[src/rtl/fdiv_core.sv]
// fdiv_core: iterative IEEE-754 binary32 divider with AXI-Stream operand and
// result channels. Produces one quotient bit per clock by restoring division;
// special operands bypass the iteration and answer one edge after capture.
`timescale 1ns/1ps
module fdiv_core (
    input  logic        clk,
    input  logic        rst,
    input  logic [31:0] s_axis_a_tdata,
    input  logic        s_axis_a_tvalid,
    output logic        s_axis_a_tready,
    input  logic [31:0] s_axis_b_tdata,
    input  logic        s_axis_b_tvalid,
    output logic        s_axis_b_tready,
    output logic [31:0] m_axis_result_tdata,
    output logic        m_axis_result_tvalid,
    input  logic        m_axis_result_tready
);

    localparam int QBITS = 26;
    localparam int BIAS  = 127;

    // cnt walks 0..QBITS-1 while quotient bits are produced; the value QBITS
    // marks the final normalise/round/pack edge.
    localparam logic [4:0] CNT_PACK = 5'(QBITS);
    localparam logic signed [9:0] EXP_BIAS = 10'(BIAS);

    localparam logic [31:0] QNAN = 32'h7FC0_0000;

    typedef enum logic [1:0] {
        IDLE = 2'd0,
        DIV  = 2'd1,
        OUT  = 2'd2
    } state_t;

    state_t state, state_nxt;

    logic        a_held, b_held;
    logic        a_fire, b_fire;
    logic [4:0]  cnt;

    logic [31:0] opa_p0, opb_p0;
    logic [25:0] rem_p1;
    logic [25:0] quo_p1;
    logic [31:0] res_p2;
    logic        vld_p2;

    // operand classification
    logic        a_nan, a_inf, a_zero;
    logic        b_nan, b_inf, b_zero;
    logic        res_sign;
    logic        special;
    logic [31:0] special_res;

    // one restoring-division step
    logic [25:0]        rem_cur;
    logic [25:0]        rem_nxt;
    logic signed [26:0] trial;
    logic               qbit;

    // Normalise the 26-bit quotient, round to nearest even and pack. Results
    // that round past the largest exponent become infinity; anything that
    // would need a denormal encoding is flushed to signed zero.
    function automatic logic [31:0] round_pack(
        input logic        sign,
        input logic [7:0]  ea,
        input logic [7:0]  eb,
        input logic [25:0] q,
        input logic        rem_nz
    );
        logic signed [9:0] e;
        logic [25:0]       qn;
        logic [24:0]       mant;
        logic              guard;
        logic              sticky;
        e  = $signed({2'b00, ea}) - $signed({2'b00, eb}) + EXP_BIAS;
        qn = q;
        if (!q[25]) begin
            qn = {q[24:0], 1'b0};
            e  = e - 10'sd1;
        end
        mant   = {1'b0, qn[25:2]};
        guard  = qn[1];
        sticky = qn[0] | rem_nz;
        if (guard & (sticky | mant[0]))
            mant = mant + 25'd1;
        if (mant[24]) begin
            mant = 25'h080_0000;
            e    = e + 10'sd1;
        end
        if (e >= 10'sd255)
            return {sign, 8'hFF, 23'd0};
        if (e <= 10'sd0)
            return {sign, 31'd0};
        return {sign, e[7:0], mant[22:0]};
    endfunction

    assign a_fire = s_axis_a_tvalid & s_axis_a_tready;
    assign b_fire = s_axis_b_tvalid & s_axis_b_tready;

    // Classify held operands; denormals count as zero.
    always_comb begin
        a_nan    = (opa_p0[30:23] == 8'hFF) && (opa_p0[22:0] != 23'd0);
        a_inf    = (opa_p0[30:23] == 8'hFF) && (opa_p0[22:0] == 23'd0);
        a_zero   = (opa_p0[30:23] == 8'h00);
        b_nan    = (opb_p0[30:23] == 8'hFF) && (opb_p0[22:0] != 23'd0);
        b_inf    = (opb_p0[30:23] == 8'hFF) && (opb_p0[22:0] == 23'd0);
        b_zero   = (opb_p0[30:23] == 8'h00);
        res_sign = opa_p0[31] ^ opb_p0[31];
        special  = 1'b1;
        if (a_nan || b_nan)
            special_res = QNAN;
        else if ((a_zero && b_zero) || (a_inf && b_inf))
            special_res = QNAN;
        else if (a_inf || b_zero)
            special_res = {res_sign, 8'hFF, 23'd0};
        else if (a_zero || b_inf)
            special_res = {res_sign, 31'd0};
        else begin
            special_res = 32'd0;
            special     = 1'b0;
        end
    end

    // Trial subtraction of the divisor mantissa from the partial remainder.
    always_comb begin
        rem_cur = (cnt == 5'd0) ? {2'b00, 1'b1, opa_p0[22:0]} : rem_p1;
        trial   = $signed({1'b0, rem_cur}) - $signed({3'b000, 1'b1, opb_p0[22:0]});
        qbit    = ~trial[26];
        rem_nxt = qbit ? {trial[24:0], 1'b0} : {rem_cur[24:0], 1'b0};
    end

    // State register.
    always_ff @(posedge clk) begin
        if (rst)
            state <= IDLE;
        else
            state <= state_nxt;
    end

    // Next-state logic.
    always_comb begin
        state_nxt = state;
        unique case (state)
            IDLE: if ((a_held | a_fire) & (b_held | b_fire))
                      state_nxt = DIV;
            DIV:  if (((cnt == 5'd0) && special) || (cnt == CNT_PACK))
                      state_nxt = OUT;
            OUT:  if (vld_p2 & m_axis_result_tready)
                      state_nxt = IDLE;
            default: state_nxt = IDLE;
        endcase
    end

    // Outputs: treadys depend on registers only, never on tvalid.
    always_comb begin
        s_axis_a_tready      = (state == IDLE) & ~a_held;
        s_axis_b_tready      = (state == IDLE) & ~b_held;
        m_axis_result_tdata  = res_p2;
        m_axis_result_tvalid = vld_p2;
    end

    // Control: operand-held flags, bit counter and result handshake.
    always_ff @(posedge clk) begin
        if (rst) begin
            a_held <= 1'b0;
            b_held <= 1'b0;
            cnt    <= 5'd0;
            vld_p2 <= 1'b0;
            res_p2 <= 32'd0;
        end else begin
            unique case (state)
                IDLE: begin
                    if (a_fire)
                        a_held <= 1'b1;
                    if (b_fire)
                        b_held <= 1'b1;
                    cnt <= 5'd0;
                end
                DIV: begin
                    if ((cnt == 5'd0) && special) begin
                        res_p2 <= special_res;
                        vld_p2 <= 1'b1;
                    end else if (cnt == CNT_PACK) begin
                        res_p2 <= round_pack(res_sign, opa_p0[30:23], opb_p0[30:23],
                                             quo_p1, rem_p1 != 26'd0);
                        vld_p2 <= 1'b1;
                    end else begin
                        cnt <= cnt + 5'd1;
                    end
                end
                OUT: begin
                    if (vld_p2 & m_axis_result_tready) begin
                        vld_p2 <= 1'b0;
                        a_held <= 1'b0;
                        b_held <= 1'b0;
                    end
                end
                default: ;
            endcase
        end
    end

    // Stage 0: operand capture on each channel's own handshake.
    always_ff @(posedge clk) begin
        if (a_fire)
            opa_p0 <= s_axis_a_tdata;
        if (b_fire)
            opb_p0 <= s_axis_b_tdata;
    end

    // Stage 1: quotient bits shift in MSB first, remainder kept for sticky.
    always_ff @(posedge clk) begin
        if ((state == DIV) && (cnt != CNT_PACK)) begin
            rem_p1 <= rem_nxt;
            quo_p1 <= {quo_p1[24:0], qbit};
        end
    end

endmodule

[config.mk]
export PLATFORM = sky130hd
export DESIGN_NAME = fdiv_core
export DESIGN_NICKNAME = d
export VERILOG_FILES = /design/src/rtl/fdiv_core.sv
export SDC_FILE = /design/constraint.sdc
export NUM_CORES = 1
export LEC_CHECK = 0
export ABC_AREA = 1
export CORE_UTILIZATION = 30
export CTS_BUF_LIST = sky130_fd_sc_hd__clkbuf_4 sky130_fd_sc_hd__clkbuf_8
export CTS_CLUSTER_DIAMETER = 100
export DETAILED_ROUTE_END_ITERATION = 8
export GPL_TIMING_DRIVEN = 0
export PLACE_DENSITY = 0.47
export SETUP_SLACK_MARGIN = 0.02
export SYNTH_ARGS = -nofsm -noshare
export SYNTH_HDL_FRONTEND = slang
export SYNTH_SLANG_ARGS = --single-unit
[constraint.sdc]
create_clock -name clk -period 5.13 [get_ports clk]
set_clock_uncertainty 0.15 [all_clocks]
set_input_delay 0.513 -clock clk [delete_from_list [all_inputs] [get_ports clk]]
set_output_delay 0.513 -clock clk [all_outputs]
set_load 0.1 [all_outputs]
======== Yosys cells after proc, flatten, opt, wreduce, memory -nomap -nowiden ========
Cells that the tools add are included.
word-level totals
  bits in registers ....................... 158
  bits of input ports ..................... 69
  output and inout bits ................... 35
  logic and storage cells ................. 143
cells by class
  $add $sub $neg .......................... 7
  $lt $le $gt $ge ......................... 2
  equality and inequality tests ........... 14
  mux-type cells .......................... 63
  bitwise operators ....................... 15
  reduce and logical (&&, ||, !) cells .... 32
operator list
  kind                                                                 count
  2-to-1 mux 32 bit                                                    10
  2-to-1 mux 26 bit                                                    7
  2-to-1 mux 25 bit                                                    5
  2-to-1 mux 10 bit                                                    10
  zero test 23 bit                                                     2
  nonzero test 23 bit                                                  2
  subtractor 26 x 24 -> 27 bit                                         1
  nonzero test 26 bit                                                  1
  adder 24 x 1 -> 25 bit (second input constant)                       1
  2-to-1 mux 23 bit                                                    1
  2-to-1 mux 1 bit                                                     20
  == test 8 bit (second input constant)                                2
  zero test 8 bit                                                      2
  AND reduction 3 bit                                                  5
  != test 2 bit (second input constant)                                7
  adder 10 x 2 -> 10 bit (second input constant)                       1
  adder 9 x 8 -> 10 bit (second input constant)                        1
  greater-or-equal comparator 10 x 9 -> 1 bit (second input constant)  1
  <= comparator 10 x 1 -> 1 bit (second input constant)                1
  2-to-1 mux 5 bit                                                     2
  one-hot mux 5 bit (2 select lines)                                   1
  subtractor 10 x 2 -> 10 bit (second input constant)                  1
  subtractor 8 x 8 -> 9 bit                                            1
  logical AND 1 bit                                                    8
  other kinds (18)                                                     40

======== Logic depth before layout (Yosys ltp) ========
  word-level depth ........................ 39
  mapped depth ............................ 26
  mapped depth without buffers ............ 25

======== Worst setup path before layout ========
No wires, ideal clock.
  path kind ............................... register -> register
  start point ............................. reg cnt[0]
  end point ............................... reg rem_p1[3], data pin
  arrival time ............................ 4009 ps
  data required time ...................... 4714 ps
  path slack .............................. 705 ps
  cell stages (with the launch flop) ...... 21
  buffers on the path ..................... 3
  period minus slack after synthesis ...... 4425 ps
  cell sequence ........................... dfxtp_1 -> inv_1 -> ha_1 -> nand4_1 -> inv_1 -> clkbuf_1 -> clkbuf_1 -> nand2_1 -> ha_1 -> fa_1 -> o21ai_0 -> a21oi_1 -> o21bai_1 -> a21oi_1 -> o21ai_0 -> nand2_1 -> o211ai_1 -> nand2_1 -> nand3_1 -> clkbuf_1 -> o21ai_0
on the way
  cells in the longest elaborated chain, start to end .. 4
RTL lines
  what                          RTL line  source
  start: declaration            39        logic [4:0] cnt;
  start signal: assignment      188       cnt <= cnt + 5'd1;
  zero test 5 bit *             126       rem_cur = (cnt == 5'd0) ? {2'b00, 1'b1, opa_p0[22:0]} : rem_p1;
  2-to-1 mux 26 bit *           126
  subtractor 26 x 24 -> 27 bit  127       trial = $signed({1'b0, rem_cur}) - $signed({3'b000, 1'b1, opb_p0[22:0]});
  2-to-1 mux 26 bit *           129       rem_nxt = qbit ? {trial[24:0], 1'b0} : {rem_cur[24:0], 1'b0};
  net rem_nxt[3]                56        logic [25:0] rem_nxt;
  end signal: assignment        214       rem_p1 <= rem_nxt;
  end: declaration              42        logic [25:0] rem_p1;
The timed path passes the listed nets; every way through them passes the cells marked *.
A chain may end at the register's enable or synchronous reset.

======== Worst setup path after layout ========
  start point ............................. reg cnt[0]
  end point ............................... reg rem_p1[12], data pin
Same word-level chain as after synthesis.

==> flow_metrics.tcl <==
set metrics [dict create \
    routed_wl_um 25000 \
    grt_max_degree 33 \
    grt_overflow 0 \
    min-delay-start "quo_p1[20]" \
    drv_cap 0 \
    synthSimpleGateAreaFrac 0.272 \
    critical_path_class "register to register" \
    cp.arrival_ps 4640 \
    rows 65 \
    critPathCaptureType "register" \
    synth_cell_types 48 \
    finalSetupViolCount 0 \
    nFillCells 3347 \
    cts_tree "done" \
    peakVddDrop_v 0.000142 \
    drt_iter0_drc 375 \
    intPower_mw 2.40 \
    clkLatencyLatePin_ps 490 \
    cts_root_buf "clkbuf_8" \
    grt_usage 0.158 \
    seq_area_um2 4290 \
    synth_xor_area_frac 0.0351 \
    synth.largest_area_cell "edfxtp_1" \
    grt_pass1_wl_um 40600 \
    synthAdderAreaFrac 0.0530 \
    netlist_instances 1224 \
    synthFlopType "edfxtp_1" \
    fmax_ghz 0.219 \
    boundaryPins 104 \
    rsz0062_at_grt "no" \
    place_inst 1733 \
    cts.sinks 157 \
    grt_pass1_vias 7927 \
    status "complete, no violations" \
    die_area_um2 33100 \
    fin_ws_ps 564 \
    gp_congestion 0.859 \
    fin_nets 1460 \
    tightest_slew_ps 977 \
    worstSetupStartpointType "register" \
    post-dp-hpwl_um 20200 \
    postLayoutCellArea_um2 11700 \
    synthMuxAreaShare 0.00206 \
    hold_buffers 0 \
    syn-num-nets 1333 \
    hold_class "register to register" \
    htreeDepth 4 \
    first_pass_iters 5 \
    syn_area_um2 9720 \
    p_leak_nw 4.86 \
    die_h_um 182 \
    dp_worst_setup_slack_ps -1150 \
    synth_warnings 0 \
    final_cells 1766 \
    slew_viol_final 0 \
    seqPwrFrac 0.401 \
    p_switching_mw 1.55 \
    core_um2 31700 \
    path_clk_slew_ps 100 \
    multiInputGateArea_um2 4600 \
    crit_fanout 19 \
    drive_gt1_frac 0.0836 \
    synth_top_area_frac 0.355 \
    netlist_top_cells_area "edfxtp_1, nand2_1, dfxtp_1, inv_1, ha_1" \
    placement.io_buffers 103 \
    r2r-start "cnt[0]" \
    cellPowerDensity_nw_per_um2 337 \
    antenna_left 0 \
    diodes 0 \
    crit_required_ps 5210 \
    initial_core_util 0.306 \
    synth_edf_count 115 \
    async_reset_ff_frac 0 \
    startpoint "cnt[0]" \
    switching_share 0.392 \
    min_period_ps 4570 \
    antenna_found_initial 0 \
    ys_seq_elements 157 \
    cts_buffer_depth 2 \
    synth_compound_area_frac 0.110 \
    syn_avg_cell_area_um2 7.94 \
    routed_via_density 4.59 \
    vias 8106 \
    max_slew_margin 0.347 \
    drc_errors 0 \
    ys_seq_area_frac 0.442 \
    dpl-instance-area_um2 11300 \
    hold_ws_ps 303 \
    cts_buffers 17 \
    finalCritPeriodShare 0.890 \
    synth_top_family_by_area "simple AND/OR/NAND/NOR gates" \
    area_delta_synth_final_pct 20.6 \
    avgRoutedWirePerCell_um 14.1 \
    hold_viol_final 0 \
    combPwrFrac 0.367 \
    power.clock.fraction 0.232 \
    die_w_um 182 \
]
-- area by class of cell --
cell class,count,share of cell area
clock inverter,15,0.0124
buffer,26,0.0145
tap,402,0.0429
sequential,157,0.366
clock buffer,17,0.0200
timing repair buffer,109,0.0938
multi-input combinational,862,0.393
inverter,178,0.0574
-- sequential cells by signal, summed over array words and instances (netlist names) --
signal,flops
m_axis_result_tdata,32
opa_p0,32
opb_p0,32
quo_p1,26
rem_p1,25
cnt,5
state,2
a_held,1
b_held,1
m_axis_result_tvalid,1
-- Yosys cell counts, drive strengths merged (18+ instances only) --
cell type,instances
nand2,315
inv,177
nor2,116
edfxtp,115
nand3,83
a21oi,82
o21ai,70
dfxtp,42
nand4,42
ha,38
xor2,27
nor3,18
-- kinds of logic (layout without fill, tap and decap cells) --
kind of cell    Yosys count  after routing
compound gates          184            184
xor+xnor                 39             39
fa+ha+maj                40             40
buf+inv                 205            345
flops                   157            157
mux                       2              2
simple gates            597            597
-- final timing paths --
check / endpoint / slack, ps / cells past startpoint
setup / recovery: rem_p1[12] / 560 / 20
hold / removal: quo_p1[21] / 300 / 0
setup reg to reg: rem_p1[12] / 560 / 20
hold reg to reg: quo_p1[21] / 300 / 0
-- stage by stage --
| step | total power [mW] | utilization | TNS (ps) |
|---|---|---|---|
| CTS | 4.00 | 0.369 | 0 |
| global placement | 3.05 | 0.355 | -48110 |
| detailed placement | 3.07 | 0.357 | -25780 |
| floorplan | 2.68 | - | 0 |
| global route | 4.27 | 0.370 | 0 |
| finish | 3.96 | 0.370 | 0 |
-- power by group through the flow --
stage	sequential [mW]	clock, mW	combinational, mW
after floorplan	1.61	0	1.07
after global placement	1.63	0	1.43
after detailed placement	1.62	0	1.45
after CTS	1.59	0.952	1.46
after global routing	1.61	1.00	1.66
final	1.59	0.916	1.45
-- per-layer routing --
layer / GRT usage / vias to the layer above / routed length [um]
met5: 0 / - / 0
met4: 0.0350 / 0 / 205
met3: 0.0303 / 15 / 714
met2: 0.274 / 121 / 12100
met1: 0.202 / 3633 / 12000
li1: - / 4337 / -
-- critical path, stage by stage (launching register included) --
cell      delay, ps
dfxtp_1         370
inv_1           110
ha_1            150
nand4_1          80
buf_4           170
inv_1           160
clkbuf_4        310
nand2_1          80
ha_1            260
fa_1            430
o21ai_1         220
a21oi_1          90
o21bai_1        230
a21oi_1         180
o21ai_1         230
nand2_1          80
o211ai_1        140
nand2_1         170
nand3_2         230
buf_2           310
a21oi_1         130
-- cells in the final DEF, fill, tap and decap left out, drive strengths merged, types with 27 or more instances in the layout --
cell type / n
edfxtp: 115
nand3: 83
nand4: 42
ha: 38
nor2: 116
dfxtp: 42
a21oi: 82
nand2: 315
o21ai: 70
clkbuf: 31
clkdlybuf4s50: 103
xor2: 27
inv: 186
-- timing repair --
action,4_1_cts,5_1_grt
gates resized for setup,4,10
pin swaps,1,0
endpoints found under the setup margin,26,25
buffers inserted,2,0
Note: power is estimated with default switching activity, not from simulation.
